`config.mk`:
```
export PLATFORM = sky130hd
export DESIGN_NAME = alu_seq
export DESIGN_NICKNAME = d
export VERILOG_FILES = /design/src/rtl/alu_pkg.sv /design/src/rtl/alu_seq_mul.sv /design/src/rtl/alu_seq.sv
export SDC_FILE = /design/constraint.sdc
export NUM_CORES = 1
export LEC_CHECK = 0
export ABC_AREA = 1
export ABC_CLOCK_PERIOD_IN_PS = 6850
export CAP_MARGIN = 40
export CORE_UTILIZATION = 40
export CTS_CLUSTER_DIAMETER = 120
export DETAILED_ROUTE_END_ITERATION = 16
export RECOVER_POWER = 50
export SLEW_MARGIN = 20
export SYNTH_ARGS = -nofsm -noshare
export SYNTH_HDL_FRONTEND = slang
export SYNTH_SLANG_ARGS = --single-unit
```
`constraint.sdc`:
```
create_clock -name clk -period 6.85 [get_ports clk]
set_input_delay 1.37 -clock clk [delete_from_list [all_inputs] [get_ports clk]]
set_output_delay 1.37 -clock clk [all_outputs]
set_load 0.02 [all_outputs]
```
`src/rtl/alu_pkg.sv`:
```
// Shared op codes, FSM states and reserved-op decode for alu_seq.
package alu_pkg;

  typedef enum logic [3:0] {
    OP_AND = 4'b0000,
    OP_OR  = 4'b0001,
    OP_ADD = 4'b0010,
    OP_XOR = 4'b0011,
    OP_NOR = 4'b0100,
    OP_SUB = 4'b0110,
    OP_SLT = 4'b0111,
    OP_SLL = 4'b1000,
    OP_SRL = 4'b1001,
    OP_SRA = 4'b1010,
    OP_SGT = 4'b1011,
    OP_MUL = 4'b1100
  } alu_op_e;

  typedef enum logic [1:0] {
    IDLE = 2'd0,
    BUSY = 2'd1,
    HOLD = 2'd2
  } alu_state_e;

  // MUL is only a legal op when the multiplier is built in.
  function automatic logic is_reserved(input logic [3:0] op, input logic mul_en);
    logic r;
    case (op)
      OP_AND, OP_OR, OP_ADD, OP_XOR, OP_NOR,
      OP_SUB, OP_SLT, OP_SLL, OP_SRL, OP_SRA, OP_SGT: r = 1'b0;
      OP_MUL:  r = ~mul_en;
      default: r = 1'b1;
    endcase
    return r;
  endfunction

endpackage

```
`src/rtl/alu_seq_mul.sv`:
```
// Iterative unsigned shift-add multiplier; first partial product is formed on the start edge,
// done pulses the cycle after the WIDTH-th iteration. No backpressure: start is only issued when idle.
module alu_seq_mul #(
  parameter int WIDTH = 8
) (
  input  logic               clk,
  input  logic               rst_n,
  input  logic               start,
  input  logic [WIDTH-1:0]   a,
  input  logic [WIDTH-1:0]   b,
  output logic               busy,
  output logic               done,
  output logic [2*WIDTH-1:0] prod
);

  localparam int CW = $clog2(WIDTH) + 1;

  logic [CW-1:0]    cnt;
  logic [WIDTH-1:0] mcand;
  logic [WIDTH-1:0] hi;
  logic [WIDTH-1:0] lo;
  logic [WIDTH-1:0] src_hi;
  logic [WIDTH-1:0] src_lo;
  logic [WIDTH-1:0] src_mc;
  logic [WIDTH:0]   sum;

  // cnt counts completed iterations; it parks at WIDTH for one cycle to flag completion.
  assign busy = (cnt != '0) && (cnt != CW'(WIDTH));
  assign done = (cnt == CW'(WIDTH));
  assign prod = {hi, lo};

  always_comb begin
    src_hi = start ? '0 : hi;
    src_lo = start ? b  : lo;
    src_mc = start ? a  : mcand;
    sum    = {1'b0, src_hi} + (src_lo[0] ? {1'b0, src_mc} : '0);
  end

  always_ff @(posedge clk or negedge rst_n) begin
    if (!rst_n) begin
      cnt   <= '0;
      mcand <= '0;
      hi    <= '0;
      lo    <= '0;
    end else if (start) begin
      mcand <= a;
      hi    <= sum[WIDTH:1];
      lo    <= {sum[0], src_lo[WIDTH-1:1]};
      cnt   <= CW'(1);
    end else if (busy) begin
      hi    <= sum[WIDTH:1];
      lo    <= {sum[0], src_lo[WIDTH-1:1]};
      cnt   <= cnt + CW'(1);
    end else if (done) begin
      cnt   <= '0;
    end
  end

endmodule

```
`src/rtl/alu_seq.sv`:
```
// Handshaked ALU: single-cycle ops valid the cycle after accept, MUL after WIDTH clocks.
// Result is held stable until out_ready; in_ready follows out_ready while a result is held.
module alu_seq
  import alu_pkg::*;
#(
  parameter int WIDTH  = 8,
  parameter bit MUL_EN = 1'b1
) (
  input  logic             clk,
  input  logic             rst_n,
  input  logic             in_valid,
  output logic             in_ready,
  input  logic [3:0]       op,
  input  logic [WIDTH-1:0] a,
  input  logic [WIDTH-1:0] b,
  output logic             out_valid,
  input  logic             out_ready,
  output logic [WIDTH-1:0] res,
  output logic [WIDTH-1:0] res_hi,
  output logic             cout,
  output logic             zero,
  output logic             ovf,
  output logic             err
);

  localparam int SHW = $clog2(WIDTH);
  localparam int MSB = WIDTH - 1;

  alu_state_e       state;
  alu_op_e          op_e;
  logic             reserved;
  logic             is_mul;
  logic             accept;
  logic             mul_busy;
  logic             mul_done;
  logic [2*WIDTH-1:0] mul_prod;

  logic [SHW-1:0]   sh;
  logic [WIDTH:0]   add_sum;
  logic [WIDTH:0]   sub_sum;
  logic [WIDTH-1:0] d_res;
  logic             d_cout;
  logic             d_ovf;

  assign op_e     = alu_op_e'(op);
  assign reserved = is_reserved(op, MUL_EN);
  assign is_mul   = (op_e == OP_MUL) && !reserved;
  assign in_ready = !mul_busy && ((state == IDLE) || ((state == HOLD) && out_ready));
  assign accept   = in_valid && in_ready;
  assign out_valid = (state == HOLD);

  alu_seq_mul #(.WIDTH(WIDTH)) u_mul (
    .clk   (clk),
    .rst_n (rst_n),
    .start (accept && is_mul),
    .a     (a),
    .b     (b),
    .busy  (mul_busy),
    .done  (mul_done),
    .prod  (mul_prod)
  );

  always_comb begin
    sh      = b[SHW-1:0];
    add_sum = {1'b0, a} + {1'b0, b};
    sub_sum = {1'b0, a} + {1'b0, ~b} + (WIDTH+1)'(1);
    d_res   = '0;
    d_cout  = 1'b0;
    d_ovf   = 1'b0;
    case (op_e)
      OP_AND: d_res = a & b;
      OP_OR:  d_res = a | b;
      OP_XOR: d_res = a ^ b;
      OP_NOR: d_res = ~(a | b);
      OP_ADD: begin
        d_res  = add_sum[WIDTH-1:0];
        d_cout = add_sum[WIDTH];
        d_ovf  = (a[MSB] == b[MSB]) && (add_sum[MSB] != a[MSB]);
      end
      OP_SUB: begin
        d_res  = sub_sum[WIDTH-1:0];
        d_cout = sub_sum[WIDTH];
        d_ovf  = (a[MSB] != b[MSB]) && (sub_sum[MSB] != a[MSB]);
      end
      OP_SLT: d_res = {{(WIDTH-1){1'b0}}, ($signed(a) < $signed(b))};
      OP_SGT: d_res = {{(WIDTH-1){1'b0}}, ($signed(b) < $signed(a))};
      OP_SLL: d_res = a << sh;
      OP_SRL: d_res = a >> sh;
      OP_SRA: d_res = $signed(a) >>> sh;
      default: d_res = '0;
    endcase
  end

  always_ff @(posedge clk or negedge rst_n) begin
    if (!rst_n) begin
      state  <= IDLE;
      res    <= '0;
      res_hi <= '0;
      cout   <= 1'b0;
      zero   <= 1'b0;
      ovf    <= 1'b0;
      err    <= 1'b0;
    end else begin
      case (state)
        IDLE, HOLD: begin
          if (accept) begin
            if (is_mul) begin
              state <= BUSY;
            end else begin
              // Reserved codes fall to the zero default above, so only err and zero need gating.
              state  <= HOLD;
              res    <= d_res;
              res_hi <= '0;
              cout   <= d_cout;
              zero   <= !reserved && (d_res == '0);
              ovf    <= d_ovf;
              err    <= reserved;
            end
          end else if ((state == HOLD) && out_ready) begin
            state <= IDLE;
          end
        end
        BUSY: begin
          if (mul_done) begin
            state  <= HOLD;
            res    <= mul_prod[WIDTH-1:0];
            res_hi <= mul_prod[2*WIDTH-1:WIDTH];
            cout   <= |mul_prod[2*WIDTH-1:WIDTH];
            zero   <= (mul_prod[WIDTH-1:0] == '0);
            ovf    <= 1'b0;
            err    <= 1'b0;
          end
        end
        default: state <= IDLE;
      endcase
    end
  end

endmodule

```
# After elaboration in Yosys (flattened, before gate mapping)
# Memories as Yosys holds them, arrays and structs flattened.
# Index checks and enable logic that the tools add are counted.
# W data, S select, Z words.
# word_totals
reg_bits	50
latch_bits	0
mem_bits_rw	0
rom_bits	16
output_inout_bits	22
wordCells	116
memories	1
# memory_table
name	depth	width	rd	rd_clocked_by_memory_dff	wr	line_no	text
(no name shown)	16	1	1	0	0	alu_pkg.sv:28	case (op)
# classes
add_sub_neg	5
mul	0
div_mod_pow	0
n_lt_le_gt_ge	2
eq_ne	23
shifts	3
muxes	42
n_bitwise	5
reduce_logical	24
# op_table
cell	count
$mux W8	14
$pmux W8 S11	1
$pmux W8 S2	2
$eq A4 B4 Y1 const B	6
$add A8 B8 Y9	2
$logic_not A8 Y1	2
$lt A8 B8 Y1	2
$not A8 Y8	2
$eq A4 B3 Y1 const B	3
$mux W4	3
$pmux W1 S2	6
$mux W1	11
$add A8 B9 Y9	1
$add A9 B1 Y9 const B	1
$logic_and A1 B1 Y1	9
$and A8 B8 Y8	1
$eq A4 B2 Y1 const B	2
$mux W2	4
$or A8 B8 Y8	1
$reduce_or A8 Y1	1
$shl A8 B3 Y8	1
$shr A8 B3 Y8	1
$sshr A8 B3 Y8	1
$xor A8 B8 Y8	1
20 further kinds	26

# Logic depth before layout (Yosys ltp)
# Gate-level depths: netlist (run 1).
# logic_depth
depth_word	11
depth_mapped	23
mapped_depth_nobuf	23

# Hierarchy
# A second synthesis (run 1) with hierarchy kept.
# unflattened
hier_cells	758
area_unflattened_um2	4882.2
# by_module_without_submodules
module	instances	cells_per_inst	area_per_inst_um2	seq_area_each_um2
alu_seq	1	542	3178.0	550.5
alu_seq_mul	1	216	1704.1	700.7

# Least setup slack after synthesis (run 1)
# OpenSTA, ideal clock, no wires.
# synth_timing
path_type	input to register
start	input port out_ready
end	register u_mul.hi[6]
setup_ns	0.117
t_arrival_ns	3.660
required_time_ns	6.733
path_slack_ns	3.073
path_stages	19
path_cell_list	nor2_1 > nor3_4 > nand2_1 > nor2_4 > buf_4 > or2_2 > o21ai_1 > nor2_1 > ha_1 > a21oi_1 > nand2_1 > nand2_1 > nand2_1 > a21oi_1 > nor2_1 > o21ai_0 > a21oi_1 > nor2_1 > nor2_1
# synth_between
elab_chain_cells	10
elab_cells_between_ends	13
cone_classes	add/sub: 1; mux: 6; reduce/logical: 6
# synth_lines
item	line_no	text
start: declaration	alu_seq.sv:17	input logic out_ready,
$logic_and A1 B1 Y1 (*)	alu_seq.sv:48	assign in_ready = !mul_busy && ((state == IDLE) || ((state == HOLD) && out_ready));
$logic_or A1 B1 Y1 (*)	alu_seq.sv:48	
$logic_and A1 B1 Y1 (*)	alu_seq.sv:48	
net in_ready	alu_seq.sv:12	output logic in_ready,
$logic_and A1 B1 Y1 (*)	alu_seq.sv:49	assign accept = in_valid && in_ready;
$logic_and A1 B1 Y1 (*)	alu_seq.sv:55	.start (accept && is_mul),
$mux W8 (on tied branches)	alu_seq_mul.sv:35, alu_seq_mul.sv:34	
$mux W8	alu_seq_mul.sv:36	sum = {1'b0, src_hi} + (src_lo[0] ? {1'b0, src_mc} : '0);
$add A8 B9 Y9	alu_seq_mul.sv:36	
$mux W8	alu_seq_mul.sv:50	end else if (busy) begin
$mux W8	alu_seq_mul.sv:45	end else if (start) begin
end signal: assignment	alu_seq_mul.sv:47	hi <= sum[WIDTH:1];
end signal: assignment	alu_seq_mul.sv:51	hi <= sum[WIDTH:1];
end: declaration	alu_seq_mul.sv:20	logic [WIDTH-1:0] hi;
# The timed path passes the listed nets; every way through them passes the cells marked *. The select of a mux whose other input is x is not followed.
# A chain may end at the register's enable or synchronous reset.

# Final worst setup path (run 1)
# layout_timing
start	input port op[1]
end	register u_mul.hi[7]
# layout_between
elab_chain_cells	9
elab_cells_between_ends	13
cone_classes	add/sub: 1; eq/ne: 1; mux: 6; reduce/logical: 4; memory: 1
# layout_lines
item	line_no	text
start: declaration	alu_seq.sv:13	input logic [3:0] op,
$mem_v2 Z16 W1	-	
$logic_not A1 Y1	alu_seq.sv:47	assign is_mul = (op_e == OP_MUL) && !reserved;
$logic_and A1 B1 Y1 (*)	alu_seq.sv:47	
$logic_and A1 B1 Y1 (*)	alu_seq.sv:55	
$mux W8 (on tied branches)	alu_seq_mul.sv:35, alu_seq_mul.sv:34	
$mux W8	alu_seq_mul.sv:36	
$add A8 B9 Y9	alu_seq_mul.sv:36	
$mux W8	alu_seq_mul.sv:50	
$mux W8	alu_seq_mul.sv:45	
# Mark *: on every way between the ends. The rest lies on a longest branch, timed or not. The select of a mux whose other input is x is not followed.

==> metrics.cfg, run 1 <==
[outcome]
status = finished with violations
failed_checks = max-capacitance violations, max-slew violations

[pwr]
swShare_pct = 42.3
power_frac_comb_pct = 50.6
p_per_area_nw_per_um2 = 289
p_leak_nw = 2.75
p_int_uw = 883
p_clk_share_pct = 17.8
power.switching_uw = 648
ir_drop_v = 0.000223
pwr-share-seq_pct = 31.7

[sta]
setup_violations = 0
setup_ws_ns = 1.84
rsz0062_at_grt = false
drv_slew = 29
slew_headroom_pct = -0.764
tightest_slew_ns = 1.51
tns_ns = 0
final_hold_viol_count = 0
layout_min_cycle_time_ns = 5.01
finalCritPeriodShare_pct = 73.2
fin_skew_ns = 0.00438
timing.fmax_mhz = 199

[worst_setup_path]
cp.arrival_ns = 5.22
cp_max_fo = 22
criticalPathCategory = input pin to register
worstSetupStartpoint = op[1]
r2r_start = u_mul.cnt[0]
required_ns = 7.05
reg2reg_to = u_mul.hi[7]
rrSetupSlack_ns = 2.45
crit_end = u_mul.hi[7]
startpoint_type = input pin
cp-end-kind = register
r2r_cells = 22

[yosys]
yosys.area_share.simple_pct = 37.0
synth_top_family_by_area = simple AND/OR/NAND/NOR gates
yosysUniqueCellTypes = 40
syn_avg_cell_area_um2 = 6.64
synth-adder-area-share_pct = 12.6
syn_inst = 699
synth_area_um2 = 4640
synth-compound-area-share_pct = 12.6
synth_warnings = 0
muxShareOfSynthArea_pct = 0
ys_ff_latch = 50
synth_fp_nets = 768
seq_area_frac_synth_pct = 27.0
synth_xor_area_share_pct = 0.944

[drt]
drt_iter0_drc = 418
first_pass_iters = 5
viasPerCell = 5.39
ant_nets = 0
routed_wl_mm = 14.1
vias = 4711
drc = 0
wire_per_inst_um = 16.1

[hold_path]
holdPathStages = 2
hp-class = register to register

[global_route]
grt_pass1_wl_mm = 22.7
grt_max_degree = 29
antenna_found_initial = 0
grt_usage_pct = 25.1
grt_pass1_vias = 4504
grt_remaining_overflow = 0

[clocking]
cts_tree = built
post_cts_resize_count = 0
clock_latency_ns = 0.29
cts_hold_buffers = 0
clock_path_buffers = 2
numCtsBuffers = 5
cts_setup_buffers = 0
path_clk_slew_ns = 0.07
cts.sinks = 50
h-tree-depth = 2
cts_root_buf = clkbuf_16

[floorplan]
start_util_pct = 41.9
die_w_um = 110
core_um2 = 11100
die_h_um = 110
rows = 38
ios = 46
die_area_um2 = 12000

[place]
io_buffers = 45
globalplace.congestion = 0.897
dp_slack_ns = 1.63
place_hpwl_mm = 11.0

[final_layout]
drive_above_1_share_pct = 7.36
final_common_cell = nand2_1
diodes = 0
fillers = 1164
final_cell_mix = nand2_1 (189), nand3_1 (78), inv_1 (73)
syn_to_final_growth_pct = 14.3
fin_nets = 802

[job]
maxCapViolCount = 1

-- metal layers --
metal | global-route usage [%] | share of wire (%) | wire, µm | up-vias
li1 | - | - | - | 2340
met1 | 35.7 | 47 | 6640 | 2196
met2 | 38.6 | 44 | 6230 | 148
met3 | 4.56 | 6.4 | 904 | 27
met4 | 7.43 | 2.0 | 285 | 0
met5 | 0 | 0 | 0 | -
-- critical path: stages --
cell and delay [ns]:
clkdlybuf4s50_1 0.51, inv_2 0.14, nand2_2 0.11, nor3_2 0.26, inv_2 0.08, nor2_4 0.45
inv_2 0.29, o21ai_1 0.20, inv_1 0.16, nor2_1 0.14, ha_1 0.17, inv_1 0.05
fa_1 0.40, nor2_1 0.12, o21ai_0 0.08, nand2_1 0.07, nand2_1 0.06, nand2_1 0.06
a21oi_1 0.08, nor2_1 0.14, o21ai_0 0.10, a31oi_1 0.18
-- per-stage QoR --
stage          hold slack [ns]  util [%]  power [mW]  cell area [µm²]  cells
6_report                 0.480      47.9        1.53             5300    874
5_1_grt                  0.519      47.9        1.66             5300    874
4_1_cts                  0.487      48.0        1.55             5320    872
3_5_place_dp             0.470      46.5        1.27             5150    864
3_3_place_gp             0.467      46.2        1.26             5120    863
2_1_floorplan            0.453         -        1.01             4640    699
-- state kept, by name (all words and copies together) (netlist names) --
register,count
res,8
res_hi,8
u_mul.cnt,4
cout,1
ovf,1
err,1
u_mul.hi,8
u_mul.mcand,8
state,2
zero,1
u_mul.lo,8
-- logic make-up after synthesis --
group / Yosys count
AOI/OAI and AO/OA: 107
buffers and inverters: 106
xor gates and xnor gates: 5
and+or+nand+nor: 386
DFF: 50
adders and majority gates: 45
-- Yosys cell counts (all sizes together) --
cell     instances  area [µm²]
o31ai            3        22.5
o22ai            2        12.5
nand4           10        62.6
o21ai           47         239
o221ai           1        8.76
ha              42         526
o211ai           4        30.0
xnor2            2        17.5
dfrtp           50        1250
a21o             1        7.51
a21oi           41         205
nand3b           3        22.5
a22o             1        8.76
a2bb2oi          1        8.76
buf             19         130
xor2             3        26.3
fa               3        60.1
nand3           80         410
o311ai           1        8.76
nor4             1        6.26
inv             85         319
a31oi            3        18.8
nor3             6        56.3
or2             10        62.6
clkbuf           2        7.51
o21a             2        15.0
nor2            79         324
nand2          197         772
-- layout make-up --
cell class | count | area (µm²) | share of cell area, %
clock buffers | 8 | 166 | 3.14
inverters | 85 | 319 | 6.02
multi-input cells | 543 | 2920 | 55.1
flip-flops and latches | 50 | 1250 | 23.6
well taps | 140 | 175 | 3.30
repair buffers | 48 | 467 | 8.80
-- worst min path at each step --
stage	slack (ns)	startpoint	to
after floorplan	0.45	u_mul.hi[0]	u_mul.hi[0]
after global placement	0.47	u_mul.hi[0]	u_mul.hi[0]
after detailed placement	0.47	err	err
after CTS	0.49	err	err
after global routing	0.52	res_hi[5]	res_hi[5]
final	0.48	err	err
-- power groups by stage --
stage          Sequential, mW  Combinational, mW  Clock (mW)
2_1_floorplan           0.527              0.485           0
4_1_cts                 0.485              0.787       0.278
3_3_place_gp            0.489              0.770           0
5_1_grt                 0.499              0.877       0.288
3_5_place_dp            0.489              0.781           0
6_report                0.485              0.774       0.272
No activity file was read; power rests on OpenSTA's default activity.
==> run 2, diff against run 1 <==
--- a/config.mk
+++ b/config.mk
@@ -6,7 +6,7 @@
 export NUM_CORES = 1
 export LEC_CHECK = 0
 export ABC_AREA = 1
-export ABC_CLOCK_PERIOD_IN_PS = 6850
+export ABC_CLOCK_PERIOD_IN_PS = 4270
 export CAP_MARGIN = 40
 export CORE_UTILIZATION = 40
 export CTS_CLUSTER_DIAMETER = 120
==> constraint.sdc (replaced) <==
create_clock -name clk -period 4.27 [get_ports clk]
set_input_delay 0.854 -clock clk [delete_from_list [all_inputs] [get_ports clk]]
set_output_delay 0.854 -clock clk [all_outputs]
set_load 0.02 [all_outputs]
==> run 2 against run 1 <==
The flow still finishes with violations (max-capacitance violations, max-slew violations). Flip-flop and latch count unchanged. Via count grew 2.4%. Cell area is 1.8% higher. Sequential power up 62%. Register-to-register slack worse by 2.0 ns. Sequential share of layout area fell by 0.42 points. Core utilization is 0.87 points higher. Die area unchanged. Setup slack got worse by 1.4 ns. Global-route usage rose by 0.46 points. Count of clock-buffer cells in the layout down 3. Critical path type unchanged. Critical endpoint is now u_mul.hi[5]. Largest cell class unchanged. Highest routed layer unchanged.
==> metrics.cfg, run 2 (synthesis results as in run 1) <==
[drt]
first_pass_iters = 5
ant_nets = 0
wire_per_inst_um = 16.5
routed_wl_mm = 14.7
drc = 0
viasPerCell = 5.44
vias = 4825
drt_iter0_drc = 388

[floorplan]
die_h_um = 110
die_w_um = 110
ios = 46
rows = 38
core_um2 = 11100
start_util_pct = 41.9
die_area_um2 = 12000

[global_route]
antenna_found_initial = 0
grt_pass1_vias = 4382
grt_pass1_wl_mm = 23.0
grt_max_degree = 51
grt_usage_pct = 25.6
grt_remaining_overflow = 0

[hold_path]
hp-class = register to register

[clocking]
clock_path_buffers = 2
path_clk_slew_ns = 0.07
clock_latency_ns = 0.29
cts_hold_buffers = 0
cts.sinks = 50
h-tree-depth = 2
post_cts_resize_count = 0
cts_tree = built
cts_root_buf = clkbuf_16
cts_setup_buffers = 0
numCtsBuffers = 5

[final_layout]
fin_nets = 815
fillers = 1178
final_common_cell = nand2_1
final_cell_mix = nand2_1 (189), nand3_1 (78), inv_1 (73)
diodes = 0
drive_above_1_share_pct = 9.10
syn_to_final_growth_pct = 16.4

[sta]
fin_skew_ns = 0.00865
hold_slack_ns = 0.483
rsz0062_at_grt = false
timing.fmax_mhz = 263
setup_violations = 0
slew_headroom_pct = -80.3
tns_ns = 0
finalCritPeriodShare_pct = 89.1
drv_slew = 51
setup_ws_ns = 0.464
tightest_slew_ns = 2.70
layout_min_cycle_time_ns = 3.81
final_hold_viol_count = 0

[pwr]
power_frac_comb_pct = 50.5
ir_drop_v = 0.000324
power.switching_mw = 1.07
p_int_mw = 1.43
total_power_mw = 2.50
swShare_pct = 42.7
p_per_area_nw_per_um2 = 463
p_leak_nw = 2.82
p_clk_share_pct = 18.1
pwr-share-seq_pct = 31.4

[place]
place_hpwl_mm = 11.5
globalplace.congestion = 0.915
dp_slack_ns = 0.187
io_buffers = 45

[worst_setup_path]
criticalPathCategory = input pin to register
required_ns = 4.44
cp_max_fo = 12
cp.arrival_ns = 3.98
startpoint_type = input pin
cp-end-kind = register

[job]
maxCapViolCount = 1

[outcome]
failed_checks = max-capacitance violations, max-slew violations
status = finished with violations

-- run 2: cell types whose count changed in the layout (fill, tap and decap cells not counted) --
cell | previous run | this run
clkinv_2 | 0 | 2
buf_4 | 1 | 16
clkbuf_8 | 3 | 0
bufinv_16 | 0 | 1
buf_6 | 1 | 0
clkbuf_1 | 2 | 1
-- run 2: final timing paths --
| kind | to | slack, ns | startpoint | depth (start not counted) |
|---|---|---|---|---|
| worst max-delay path | u_mul.hi[5] | 0.46 | op[1] | 22 |
| worst min-delay path | res_hi[6] | 0.48 | res_hi[6] | 2 |
| worst max register to register | u_mul.hi[5] | 0.49 | u_mul.cnt[0] | 22 |
| worst min register to register | res_hi[6] | 0.48 | res_hi[6] | 2 |
| max in group asynchronous | state[1] | 1.32 | rst_n | 1 |
| min in group asynchronous | res_hi[4] | 1.42 | rst_n | 1 |
-- run 2: stage by stage --
stage | util, % | cells | cell area [µm²]
after global placement | 47.3 | 879 | 5240
after floorplan | - | 699 | 4640
after global routing | 48.7 | 887 | 5400
final | 48.7 | 887 | 5400
after detailed placement | 47.3 | 879 | 5250
after CTS | 48.8 | 887 | 5410
-- run 2: final cells by class --
cell class | instances | area (µm²) | share of cell area (%)
multi-input combinational | 543 | 2920 | 54.2
sequential | 50 | 1250 | 23.2
timing repair buffer | 61 | 564 | 10.5
inverter | 85 | 319 | 5.91
tap | 140 | 175 | 3.24
clock buffer | 5 | 125 | 2.32
clock inverter | 3 | 40.0 | 0.742
-- run 2: critical path, cell delays in order --
cell and delay [ns]:
clkdlybuf4s50_1 0.51, inv_2 0.14, nand2_2 0.10, nor3_2 0.21, inv_2 0.07, nor2_4 0.15, inv_2 0.12, o21ai_1 0.14
inv_1 0.13, nor2_1 0.15, ha_1 0.19, inv_1 0.06, fa_1 0.39, nor2_1 0.12, o21ai_0 0.08, nand2_1 0.07
nand2_1 0.06, nand2_1 0.06, a21oi_1 0.07, nor2_1 0.11, nand3b_1 0.12, o21ai_1 0.06
-- run 2: layer usage --
metal / part of all wire, % / vias to the layer above / global-route usage (%)
met5: 0 / - / 0
met4: 1.9 / 0 / 5.81
met3: 8.0 / 20 / 4.09
met2: 43 / 187 / 38.4
met1: 47 / 2256 / 38.2
li1: - / 2362 / -
-- run 2: power by group through the flow --
stage	clock [mW]	combinational [mW]	sequential [mW]
after global placement	0	1.26	0.785
after global routing	0.483	1.41	0.805
after floorplan	0	0.778	0.845
after CTS	0.463	1.28	0.783
final	0.453	1.26	0.784
after detailed placement	0	1.27	0.790
